`src/rtl/rst_seq.sv`:
```
// rst_seq: parametrised reset sequencer driving NUM_DOMAINS independently timed resets.
// Ports: wb_clk_i/wb_rst_i (clock, sync active-high reset), hold_i (stall in HOLD),
//        sw_rst_req_i (restart request), rst_o/done_o/state_o/sw_rst_cnt_o (all registered).
module rst_seq #(
  parameter int NUM_DOMAINS = 4,
  parameter int CNT_WIDTH   = 8,
  parameter int MIN_ASSERT  = 16,
  parameter logic [NUM_DOMAINS*CNT_WIDTH-1:0] RELEASE_DELAYS = {8'd40, 8'd30, 8'd20, 8'd10}
) (
  input  logic                   wb_clk_i,
  input  logic                   wb_rst_i,
  input  logic                   hold_i,
  input  logic                   sw_rst_req_i,
  output logic [NUM_DOMAINS-1:0] rst_o,
  output logic                   done_o,
  output logic [2:0]             state_o,
  output logic [7:0]             sw_rst_cnt_o
);

  typedef enum logic [2:0] {
    ST_ASSERT  = 3'd0,
    ST_HOLD    = 3'd1,
    ST_RELEASE = 3'd2,
    ST_RUN     = 3'd3
  } state_t;

  localparam logic [CNT_WIDTH-1:0] CNT_MAX  = {CNT_WIDTH{1'b1}};
  localparam logic [CNT_WIDTH-1:0] MIN_LAST = CNT_WIDTH'(MIN_ASSERT - 1);

  state_t                 state_q, state_d;
  logic [CNT_WIDTH-1:0]   cnt_q, cnt_d, cnt_inc;
  logic [NUM_DOMAINS-1:0] rst_q, rst_d;
  logic                   done_q, done_d;
  logic [7:0]             swcnt_q, swcnt_d;
  logic                   sw_accept;

  always_ff @(posedge wb_clk_i) begin
    if (wb_rst_i) begin
      state_q <= ST_ASSERT;
      cnt_q   <= '0;
      rst_q   <= '1;
      done_q  <= 1'b0;
      swcnt_q <= 8'd0;
    end else begin
      state_q <= state_d;
      cnt_q   <= cnt_d;
      rst_q   <= rst_d;
      done_q  <= done_d;
      swcnt_q <= swcnt_d;
    end
  end

  always_comb begin
    state_d = state_q;
    cnt_d   = cnt_q;
    rst_d   = rst_q;
    done_d  = done_q;
    swcnt_d = swcnt_q;
    // Saturating increment: the counter parks at its maximum so a delay of
    // CNT_MAX still releases once the counter reads that value.
    cnt_inc = (cnt_q == CNT_MAX) ? cnt_q : cnt_q + 1'b1;
    // Requests arriving during ASSERT only stretch the assertion; they are
    // not a new restart, so a held level counts exactly once.
    sw_accept = sw_rst_req_i && (state_q != ST_ASSERT);

    case (state_q)
      ST_ASSERT: begin
        rst_d  = '1;
        done_d = 1'b0;
        if (sw_rst_req_i) begin
          cnt_d = '0;
        end else if (cnt_q == MIN_LAST) begin
          state_d = ST_HOLD;
          cnt_d   = '0;
        end else begin
          cnt_d = cnt_inc;
        end
      end
      ST_HOLD: begin
        rst_d = '1;
        if (!hold_i) begin
          state_d = ST_RELEASE;
          cnt_d   = '0;
        end
      end
      ST_RELEASE: begin
        // Once a domain is released it stays released (AND with own state).
        for (int i = 0; i < NUM_DOMAINS; i++) begin
          rst_d[i] = rst_q[i] & (cnt_q < RELEASE_DELAYS[i*CNT_WIDTH +: CNT_WIDTH]);
        end
        cnt_d = cnt_inc;
        if (rst_d == '0) begin
          state_d = ST_RUN;
          done_d  = 1'b1;
        end
      end
      ST_RUN: begin
        rst_d  = '0;
        done_d = 1'b1;
      end
      default: begin
        state_d = ST_ASSERT;
        cnt_d   = '0;
        rst_d   = '1;
        done_d  = 1'b0;
      end
    endcase

    // Restart overrides whatever the state decided, including hold_i in HOLD.
    if (sw_accept) begin
      state_d = ST_ASSERT;
      cnt_d   = '0;
      rst_d   = '1;
      done_d  = 1'b0;
      swcnt_d = (swcnt_q == 8'hFF) ? swcnt_q : swcnt_q + 8'd1;
    end
  end

  assign rst_o        = rst_q;
  assign done_o       = done_q;
  assign state_o      = state_q;
  assign sw_rst_cnt_o = swcnt_q;

endmodule
```
`config.mk`:
```
export PLATFORM = sky130hd
export DESIGN_NAME = rst_seq
export DESIGN_NICKNAME = d
export VERILOG_FILES = /design/src/rtl/rst_seq.sv
export SDC_FILE = /design/constraint.sdc
export NUM_CORES = 1
export LEC_CHECK = 0
export CAP_MARGIN = 0
export CORE_MARGIN = 4
export CORE_UTILIZATION = 52
export DETAILED_ROUTE_END_ITERATION = 10
export PLACE_DENSITY_LB_ADDON = 0.08
export SLEW_MARGIN = 10
export SYNTH_ARGS = -nofsm -noshare
export SYNTH_HDL_FRONTEND = slang
export SYNTH_SLANG_ARGS = --single-unit
```
`constraint.sdc`:
```
create_clock -name wb_clk_i -period 2.23 [get_ports wb_clk_i]
set_input_delay 0.446 -clock wb_clk_i [delete_from_list [all_inputs] [get_ports wb_clk_i]]
set_output_delay 0.446 -clock wb_clk_i [all_outputs]
set_load 0.02 [all_outputs]
```
==> results of run 1 <==
-- state kept, by name, indices dropped and copies added (netlist names) --
signal and cells:
cnt_q 8, state_o 2, done_o 1, sw_rst_cnt_o 8, rst_o 4
-- how the worst max path moves through the flow --
stage / endpoint / cells past startpoint
detailed placement: state_o[0] / 7
global route: state_o[0] / 7
CTS: state_o[0] / 7
floorplan: state_o[0] / 6
global placement: state_o[0] / 7
finish: state_o[0] / 7
-- power groups by stage --
stage	clock network [uW]	registers [uW]	logic (uW)
after floorplan	0	452	83.9
after global placement	0	445	125
after detailed placement	0	445	130
after CTS	202	437	130
after global routing	215	440	143
final	197	436	130
-- final cells by class --
cell class,count,area [um^2]
flip-flops and latches,23,460
fillers,204,781
well taps,28,35.0
inverters,3,11.3
repair buffers,20,195
clock inverters,1,5.00
multi-input cells,110,702
clock buffers,3,22.5
-- per-stage QoR --
step                      utilization  power (uW)  setup WS, ns
after floorplan                     -         536         0.208
after global placement          0.635         570         0.277
after detailed placement        0.635         575         0.269
after CTS                       0.647         769         0.245
after global routing            0.647         798         0.159
final                           0.647         764         0.258
-- Yosys cell counts, drive strengths merged (2+ instances only) --
master  number
inv          3
and4         2
nor3         3
and3         3
nor2        24
buf          3
mux2i        3
nand3        2
nand2b       4
xnor2        4
nand2       14
xor2         6
nand4        3
a31oi        2
dfxtp       23
or3          2
o21ai        8
ha           6
a21oi        6
a211oi       3
-- worst min-delay path, stage by stage, from the launching register on --
cell,delay [ns]
dfxtp_1,0.35
inv_1,0.05
o21ai_0,0.07
-- per-layer routing --
layer  track usage  up-vias  share of wire
li1              -      535              -
met1         0.218      485           0.47
met2         0.250       32           0.46
met3        0.0418        2          0.058
met4        0.0441        0         0.0081
met5             0        -              0
-- cell families (layout without fill, tap and decap cells) --
logic type | after synthesis | after routing
AND/OR/NAND/NOR | 62 | 62
XOR/XNOR | 10 | 10
adder cells (fa/ha/maj) | 6 | 6
AO/OA/AOI/OAI | 28 | 28
multiplexers | 3 | 3
buffers and inverters | 7 | 27
flip-flops | 23 | 23
other | 1 | 1
==> metrics.log, run 1 <==
INFO  metric outcome = completed
INFO  metric clock_insertion_delay_worst_skew = 0.32 ns
INFO  metric max_cap_violations = 0
INFO  metric pin_count = 20
INFO  metric compound_gate_fraction_of_synth_area = 0.161
INFO  metric netlist.top_cell.by_area = dfxtp_1
INFO  metric hold_path.class = reg -> reg
INFO  metric number_of_flip_flops_and_latches_in_the_synthesized_netlist = 23
INFO  metric sw_power = 213 uW
INFO  metric crit_type = reg -> reg
INFO  metric synth-simple-area-share = 0.257
INFO  metric syn_area_per_cell = 8.63 um^2
INFO  metric worst_r2r_src = state_o[0]
INFO  metric crit_required = between 2 and 2.5 ns
INFO  metric core_region_area = between 2000 and 2500 um^2
INFO  metric postRouteAntennaNets = 0
INFO  metric synth_top_family_by_area = simple AND/OR/NAND/NOR gates
INFO  metric timing.critical_path.buf_inv = 1
INFO  metric synth_cell_area = roughly 1200 um^2
INFO  metric syn-num-nets = 150
INFO  metric netSwitchingFraction = 0.278
INFO  metric hold_end = rst_o[2]
INFO  metric place.detailed.hpwl = between 1500 and 2000 um
INFO  metric cellLeakagePower = approximately 0.00053 uW
INFO  metric clock.fmax = 507 MHz
INFO  metric final_nets = 171
INFO  metric yosys-mux-area-fraction = 0.0248
INFO  metric synth_adder_area_share = 0.0621
INFO  metric globalplace.congestion = 0.833
INFO  metric drive_above_1_share = 0.0875
INFO  metric async_reset_ff_frac = 0
INFO  metric ctsResizeCount = 0
INFO  metric grt_start_max_net_pins = 14
INFO  metric timing.critical_path.from_type = flip-flop
INFO  metric finalNonFillerCells = about 190
INFO  metric internal-power = 551 uW
INFO  metric power.share.clock = 0.258
INFO  metric power.density = 534 nW/um^2
INFO  metric route.final.wire_length = 2480 um
INFO  metric hold_path.startpoint = rst_o[2]
INFO  metric synth.top_cell.area_share = 0.381
INFO  metric die_w = 56.2 um
INFO  metric clock_sink_total = 23
INFO  metric final-max-slew-violation-count = 0
INFO  metric reg2reg_slack = 0.26 ns
INFO  metric clkTransAtPathRegs = 0.13 ns
INFO  metric grt.total_usage = 0.161
INFO  metric die_area = 3160 um^2
INFO  metric dpl.cell_count = 184
INFO  metric std_cell_rows = 17
INFO  metric seq_area_frac_synth = 0.381
INFO  metric critical-path-slowest-cell = or4b_1
INFO  metric tritoncts = done
INFO  metric critPathTopFamily = compound AO/OA/AOI/OAI gates
INFO  metric worstRegToRegCells = 7
INFO  metric clock-root-buffer = clkbuf_4
INFO  metric mostFrequentLayoutCells = 24 x nor2_1, 23 x dfxtp_1, 18 x clkdlybuf4s50_1, 14 x nand2_1
INFO  metric ys.flop_type = dfxtp_1
INFO  metric post_synth_num_cell_types = 40
INFO  metric placedInstanceArea = 1400 um^2
INFO  metric drt_first_iter_violations = 35
INFO  metric worst_ep_arrival_time = 2.19 ns
INFO  metric routed_wire_length_per_instance = 13.2 um
INFO  metric drtPass1Iterations = 4
INFO  metric grt.overflow.total = 0
INFO  metric fin_tns_setup = 0 ns
INFO  metric vias_per_cell = 5.61
INFO  metric initial_core_utilization = 0.546
INFO  metric share_of_the_clock_period_used_by_the_worst_path_after_layout = 0.884
INFO  metric seq_power_share = 0.571
INFO  metric synth_enable_flop_cells = 0
INFO  metric rsz0062_at_grt = no
INFO  metric report.final.hold_viol_count = 0
INFO  metric mostFrequentLayoutCell = nor2_1
INFO  metric irDropWorstVdd = between 0.4 and 0.5 mV
INFO  metric synth_cells = 140
INFO  metric area_delta_synth_final = 18.4%
INFO  metric num_vias = 1054
INFO  metric share_of_the_synthesized_netlist_area_taken_by_xor_and_xnor_gates = 0.0725
INFO  metric worst_r2r_endpoint = state_o[0]
INFO  metric cts-hold-fix-buffers = 0
INFO  metric clock-skew-final = 0.00545 ns
INFO  metric setup_viol_count_final = 0
INFO  metric wire_length_of_the_first_global_routing_pass = 4170 um
INFO  metric antenna_cells = 0
INFO  metric drc = 0
INFO  metric worst-path-max-fanout = 5
INFO  metric number_of_warning_messages_in_the_yosys_log = 0
INFO  metric worstPathCellList = inv_1, ha_1, or4b_1, a41o_1, o21ai_2, a2111oi_2, o221a_1
INFO  metric tritoncts.num_buffers = 3
INFO  metric die_height = 56.2 um
INFO  metric endpoint_kind = flip-flop
INFO  metric post_cts_setup_buffer_count = 0
INFO  metric worst_setup_path_startpoint = state_o[0]
INFO  metric netlist_top_cells_area = dfxtp_1 38%, nor2_1 7.5%, ha_1 6.2%
INFO  metric min_period = 1.97 ns
INFO  metric fin_hold_ws = 0.494 ns
INFO  metric finalInstanceArea = 1430 um^2
INFO  metric min_path_cells = 2
INFO  metric clock_tree.buffer_depth = 2
INFO  metric combinationalPowerShare = 0.171
INFO  metric grt_antenna_before_repair = 0
INFO  metric via_count_of_the_first_global_routing_pass = roughly 950
INFO  metric cts.htree.levels = 1
INFO  metric numPortBuffers = 18
INFO  metric slowest_delay = 0.48 ns
No activity file was read; power rests on OpenSTA's default activity.
==> run 2: changes to the inputs <==
--- a/config.mk
+++ b/config.mk
@@ -8,6 +8,7 @@
 export CAP_MARGIN = 0
 export CORE_MARGIN = 4
 export CORE_UTILIZATION = 52
+export CTS_BUF_LIST = sky130_fd_sc_hd__clkbuf_16
 export DETAILED_ROUTE_END_ITERATION = 10
 export PLACE_DENSITY_LB_ADDON = 0.08
 export SLEW_MARGIN = 10
==> metrics.log, run 2 (synthesis results as in run 1) <==
INFO  metric outcome = completed
INFO  metric power.density = 644 nW/um^2 (+21%)
INFO  metric power.share.clock = 0.404 (+0.146)
INFO  metric via_count_of_the_first_global_routing_pass = 979 (+2.8%)
INFO  metric tritoncts.num_buffers = 3 (unchanged)
INFO  metric clock_insertion_delay_worst_skew = 0.25 ns (-0.07 ns)
INFO  metric worstPathCellList = inv_1, ha_1, or4b_1, a41o_1, o21ai_2, a2111oi_2, o221a_1
INFO  metric mostFrequentLayoutCell = nor2_1
INFO  metric tritoncts = done
INFO  metric cellLeakagePower = 0.000558 uW (+4.3%)
INFO  metric cts.htree.levels = 1 (unchanged)
INFO  metric vias_per_cell = 5.65 (+0.76%)
INFO  metric timing.critical_path.buf_inv = 1 (unchanged)
INFO  metric worst-path-max-fanout = 5 (unchanged)
INFO  metric final-max-slew-violation-count = 0 (unchanged)
INFO  metric pin_count = 20 (unchanged)
INFO  metric share_of_the_clock_period_used_by_the_worst_path_after_layout = 0.880 (-0.00415)
INFO  metric drive_above_1_share = 0.0875 (unchanged)
INFO  metric report.final.hold_viol_count = 0 (unchanged)
INFO  metric fin_tns_setup = 0 ns (unchanged)
INFO  metric sw_power = 230 uW (+8.1%)
INFO  metric rsz0062_at_grt = no
INFO  metric die_height = 56.2 um (unchanged)
INFO  metric clkTransAtPathRegs = 0.06 ns (-0.07 ns)
INFO  metric drc = 0 (unchanged)
INFO  metric clock-skew-final = 0.00116 ns (-0.00429 ns)
INFO  metric antenna_cells = 0 (unchanged)
INFO  metric numPortBuffers = 18 (unchanged)
INFO  metric std_cell_rows = 17 (unchanged)
INFO  metric ctsResizeCount = 0 (unchanged)
INFO  metric die_area = 3160 um^2 (unchanged)
INFO  metric worst_ep_arrival_time = 2.11 ns (-0.08 ns)
INFO  metric clock_sink_total = 23 (unchanged)
INFO  metric grt_antenna_before_repair = 0 (unchanged)
INFO  metric crit_type = reg -> reg
INFO  metric final_nets = 171 (unchanged)
INFO  metric post_cts_setup_buffer_count = 0 (unchanged)
INFO  metric critPathTopFamily = compound AO/OA/AOI/OAI gates
INFO  metric pre_cts_slack = 0.269 ns (unchanged)
INFO  metric endpoint_kind = flip-flop
INFO  metric grt.overflow.total = 0 (unchanged)
INFO  metric num_vias = 1062 (+0.76%)
INFO  metric postRouteAntennaNets = 0 (unchanged)
INFO  metric combinationalPowerShare = 0.140 (-0.031)
INFO  metric drt_first_iter_violations = 51 (+46%)
INFO  metric netSwitchingFraction = 0.241 (-0.0378)
INFO  metric wire_length_of_the_first_global_routing_pass = 4420 um (+5.9%)
INFO  metric seq_power_share = 0.457 (-0.114)
INFO  metric slowest_delay = 0.49 ns (about the same)
INFO  metric clock_tree.buffer_depth = 2 (unchanged)
INFO  metric drtPass1Iterations = 4 (unchanged)
INFO  metric grt.total_usage = 0.173 (+0.0121)
INFO  metric max_cap_violations = 0 (unchanged)
INFO  metric min_period = 1.96 ns (-0.00926 ns)
INFO  metric place.detailed.hpwl = 1840 um (unchanged)
INFO  metric crit_required = 2.38 ns (-0.07 ns)
INFO  metric cts-hold-fix-buffers = 0 (unchanged)
INFO  metric internal-power = 726 uW (+32%)
INFO  metric core_region_area = 2210 um^2 (unchanged)
INFO  metric clock-root-buffer = clkbuf_16
INFO  metric globalplace.congestion = 0.833 (unchanged)
INFO  metric grt_start_max_net_pins = 14 (unchanged)
INFO  metric die_w = 56.2 um (unchanged)
INFO  metric routed_wire_length_per_instance = 13.6 um (+2.8%)
INFO  metric mostFrequentLayoutCells = 24 x nor2_1, 23 x dfxtp_1, 18 x clkdlybuf4s50_1, 14 x nand2_1
INFO  metric num-fill-cells = 198 (-2.9%)
INFO  metric initial_core_utilization = 0.546 (unchanged)
INFO  metric critical-path-slowest-cell = or4b_1
INFO  metric clock.fmax = 510 MHz (+0.47%)
INFO  metric setup_viol_count_final = 0 (unchanged)
INFO  metric route.final.wire_length = 2550 um (+2.8%)
INFO  metric irDropWorstVdd = 0.560 mV (+21%)
INFO  metric post-route-worst-setup-slack = 0.267 ns (+0.00926 ns)
INFO  metric hold_path.class = reg -> reg
INFO  metric reg2reg_slack = 0.27 ns (about the same)
INFO  metric area_delta_synth_final = 22.8%
INFO  metric timing.critical_path.from_type = flip-flop
==> run 2: cell types whose count changed in the layout (fill, tap and decap cells not counted) <==
cell and delta:
clkbuf_4 -3, clkbuf_16 +3
==> run 2: metrics by stage <==
step	cell area, um^2	total power, uW	hold WS, ns	std cells	util
after global placement	1400	570	0.454	184	0.635
after detailed placement	1400	575	0.457	184	0.635
after global routing	1480	995	0.505	188	0.671
final	1480	956	0.480	188	0.671
after CTS	1480	965	0.475	188	0.671
after floorplan	1210	536	0.512	140	-
==> run 2: final cells by class <==
cell class	count	area (um^2)	share of cell area
multi-input combinational	110	702	0.473
sequential	23	460	0.310
timing repair buffer	20	195	0.132
clock buffer	3	75.1	0.0506
tap	28	35.0	0.0236
inverter	3	11.3	0.00759
clock inverter	1	5.00	0.00337
==> run 2: final timing paths <==
check / startpoint / to / cells past startpoint
worst max-delay path: state_o[0] / state_o[0] / 7
worst min-delay path: done_o / done_o / 1
worst max register to register: state_o[0] / state_o[0] / 7
worst min register to register: done_o / done_o / 1
==> run 2: power by group through the flow <==
stage,combinational (uW),clock [uW],sequential (uW)
global route,146,410,440
CTS,133,394,437
floorplan,83.9,0,452
global placement,125,0,445
detailed placement,130,0,445
finish,133,386,437
==> run 2: routing by layer <==
| layer | global-route usage | wire length (um) | vias to the layer above |
|---|---|---|---|
| met4 | 0.0644 | 58 | 0 |
| met5 | 0 | 0 | - |
| met2 | 0.269 | 1170 | 40 |
| met1 | 0.230 | 1180 | 482 |
| li1 | - | - | 534 |
| met3 | 0.0418 | 142 | 6 |
==> run 3: changes to the inputs <==
--- a/config.mk
+++ b/config.mk
@@ -6,11 +6,13 @@
 export NUM_CORES = 1
 export LEC_CHECK = 0
 export CAP_MARGIN = 0
-export CORE_MARGIN = 4
+export CORE_MARGIN = 3
 export CORE_UTILIZATION = 52
 export CTS_BUF_LIST = sky130_fd_sc_hd__clkbuf_16
 export DETAILED_ROUTE_END_ITERATION = 10
 export PLACE_DENSITY_LB_ADDON = 0.08
+export REMOVE_ABC_BUFFERS = 1
+export SKIP_LAST_GASP = 1
 export SLEW_MARGIN = 10
 export SYNTH_ARGS = -nofsm -noshare
 export SYNTH_HDL_FRONTEND = slang
==> metrics.log, run 3 (synthesis results as in run 1) <==
INFO  metric outcome = completed
INFO  metric worst-path-max-fanout = 7 (+2)
INFO  metric tritoncts = done
INFO  metric clock-root-buffer = clkbuf_16
INFO  metric grt_antenna_before_repair = 0 (unchanged)
INFO  metric worst_ep_arrival_time = 2.25 ns (+0.14 ns)
INFO  metric pin_count = 20 (unchanged)
INFO  metric antenna_cells = 0 (unchanged)
INFO  metric drive_above_1_share = 0.0813 (-0.00625)
INFO  metric routed_wire_length_per_instance = 13.8 um (+1.5%)
INFO  metric timing.critical_path.from_type = flip-flop
INFO  metric die_area = 2940 um^2 (-7.0%)
INFO  metric power.density = 638 nW/um^2 (-1.0%)
INFO  metric place.detailed.hpwl = 1990 um (+8.3%)
INFO  metric grt.overflow.total = 0 (unchanged)
INFO  metric vias_per_cell = 5.73 (+1.5%)
INFO  metric core_region_area = 2080 um^2 (-5.9%)
INFO  metric cts-hold-fix-buffers = 0 (unchanged)
INFO  metric drc = 0 (unchanged)
INFO  metric endpoint_kind = flip-flop
INFO  metric postRouteAntennaNets = 0 (unchanged)
INFO  metric cellLeakagePower = 0.000558 uW (+0.14%)
INFO  metric share_of_the_clock_period_used_by_the_worst_path_after_layout = 0.946 (+0.0661)
INFO  metric power.share.clock = 0.400 (-0.004)
INFO  metric initial_core_utilization = 0.581 (+0.0341)
INFO  metric relSlewSlack = 0.669
INFO  metric sw_power = 221 uW (-4.1%)
INFO  metric internal-power = 724 uW (-0.27%)
INFO  metric crit_type = reg -> reg
INFO  metric die_height = 54.2 um (-3.6%)
INFO  metric wire_length_of_the_first_global_routing_pass = 4440 um (+0.32%)
INFO  metric via_count_of_the_first_global_routing_pass = 1073 (+9.6%)
INFO  metric drt_first_iter_violations = 28 (-45%)
INFO  metric clock_insertion_delay_worst_skew = 0.25 ns (about the same)
INFO  metric grt_start_max_net_pins = 13 (-1)
INFO  metric die_w = 54.2 um (-3.6%)
INFO  metric hold_path.class = reg -> reg
INFO  metric cts.htree.levels = 1 (unchanged)
INFO  metric num-fill-cells = 165 (-17%)
INFO  metric min_period = 2.11 ns (+0.147 ns)
INFO  metric multi_input_comb_area = 702 um^2 (unchanged)
INFO  metric mostFrequentLayoutCell = nor2_1
INFO  metric drtPass1Iterations = 4 (unchanged)
INFO  metric critPathTopFamily = compound AO/OA/AOI/OAI gates
INFO  metric fin_tns_setup = 0 ns (unchanged)
INFO  metric clkTransAtPathRegs = 0.06 ns (about the same)
INFO  metric ff_latch_area = 460 um^2 (unchanged)
INFO  metric seq_power_share = 0.462 (+0.005)
INFO  metric combinationalPowerShare = 0.138 (-0.002)
INFO  metric tritoncts.num_buffers = 3 (unchanged)
INFO  metric worst_pin_slew = between 0.4 and 0.5 ns
INFO  metric std_cell_rows = 16 (-1)
INFO  metric clock_tree.buffer_depth = 2 (unchanged)
INFO  metric post_cts_setup_buffer_count = 0 (unchanged)
INFO  metric crit_required = 2.37 ns (about the same)
INFO  metric netSwitchingFraction = 0.233 (-0.00703)
INFO  metric setup_viol_count_final = 0 (unchanged)
INFO  metric clock.fmax = 474 MHz (-7.0%)
INFO  metric globalplace.congestion = 0.824 (-1.1%)
INFO  metric slowest_delay = 0.49 ns (about the same)
INFO  metric numPortBuffers = 18 (unchanged)
INFO  metric finalInstanceArea = 1480 um^2 (-0.17%)
INFO  metric final_nets = 171 (unchanged)
INFO  metric report.final.hold_viol_count = 0 (unchanged)
INFO  metric area_delta_synth_final = 22.6%
INFO  metric timing.critical_path.buf_inv = 1 (unchanged)
INFO  metric rsz0062_at_grt = no
INFO  metric max_cap_violations = 0 (unchanged)
INFO  metric irDropWorstVdd = 0.547 mV (-2.3%)
INFO  metric mostFrequentLayoutCells = 24 x nor2_1, 23 x dfxtp_1, 18 x clkdlybuf4s50_1, 14 x nand2_1
INFO  metric final-max-slew-violation-count = 0 (unchanged)
INFO  metric critical-path-slowest-cell = or4b_1
INFO  metric clock_sink_total = 23 (unchanged)
INFO  metric route.final.wire_length = 2580 um (+0.94%)
INFO  metric placedInstanceArea = 1400 um^2 (about the same)
INFO  metric ctsResizeCount = 0 (unchanged)
INFO  metric grt.total_usage = 0.205 (+0.0319)
INFO  metric num_vias = 1072 (+0.94%)
INFO  metric worstPathCellList = inv_1, ha_1, or4b_1, a41o_1, o21ai_2, a2111oi_2, o221a_1
INFO  metric clock-skew-final = 0.00519 ns (+0.00403 ns)
==> run 3: power groups by stage <==
stage / combinational (uW) / clock (uW) / sequential, uW
finish: 131 / 377 / 437
global placement: 129 / 0 / 444
floorplan: 79.2 / 0 / 452
CTS: 131 / 386 / 437
detailed placement: 130 / 0 / 445
global route: 147 / 395 / 438
==> run 3: cell type report <==
cell class / instances / share of cell area
clock buffer: 3 / 0.0507
inverter: 3 / 0.00760
multi-input combinational: 110 / 0.474
sequential: 23 / 0.311
timing repair buffer: 20 / 0.132
tap: 27 / 0.0228
clock inverter: 1 / 0.00253
==> run 3: layer usage <==
| layer | GRT usage | vias up | part of all wire |
|---|---|---|---|
| met5 | 0 | - | 0 |
| met4 | 0.0913 | 0 | 0.014 |
| met3 | 0.0409 | 6 | 0.053 |
| met2 | 0.333 | 41 | 0.47 |
| met1 | 0.260 | 483 | 0.47 |
| li1 | - | 542 | - |
==> run 3: worst register-to-register path, cell delays in order (launching register included) <==
cell and delay [ns]:
dfxtp_1 0.35, inv_1 0.10, ha_1 0.30, or4b_1 0.49
a41o_1 0.25, o21ai_2 0.18, a2111oi_2 0.09, o221a_1 0.24
==> run 3: final timing paths <==
check                                 from          to  slack, ns  cells after the start
worst min register to register    rst_o[1]    rst_o[1]       0.49                      2
worst max register to register  state_o[0]  state_o[0]       0.12                      7
worst max-delay path            state_o[0]  state_o[0]       0.12                      7
worst min-delay path              rst_o[1]    rst_o[1]       0.49                      2
==> run 3: through the flow <==
stage / power (uW) / utilization / std cells / setup WS [ns] / hold slack [ns]
2_1_floorplan: 531 / - / 136 / 0.208 / 0.512
5_1_grt: 980 / 0.712 / 187 / 0.0122 / 0.506
3_3_place_gp: 573 / 0.674 / 183 / 0.262 / 0.454
3_5_place_dp: 576 / 0.674 / 183 / 0.160 / 0.475
4_1_cts: 953 / 0.712 / 187 / 0.133 / 0.489
6_report: 945 / 0.712 / 187 / 0.120 / 0.490
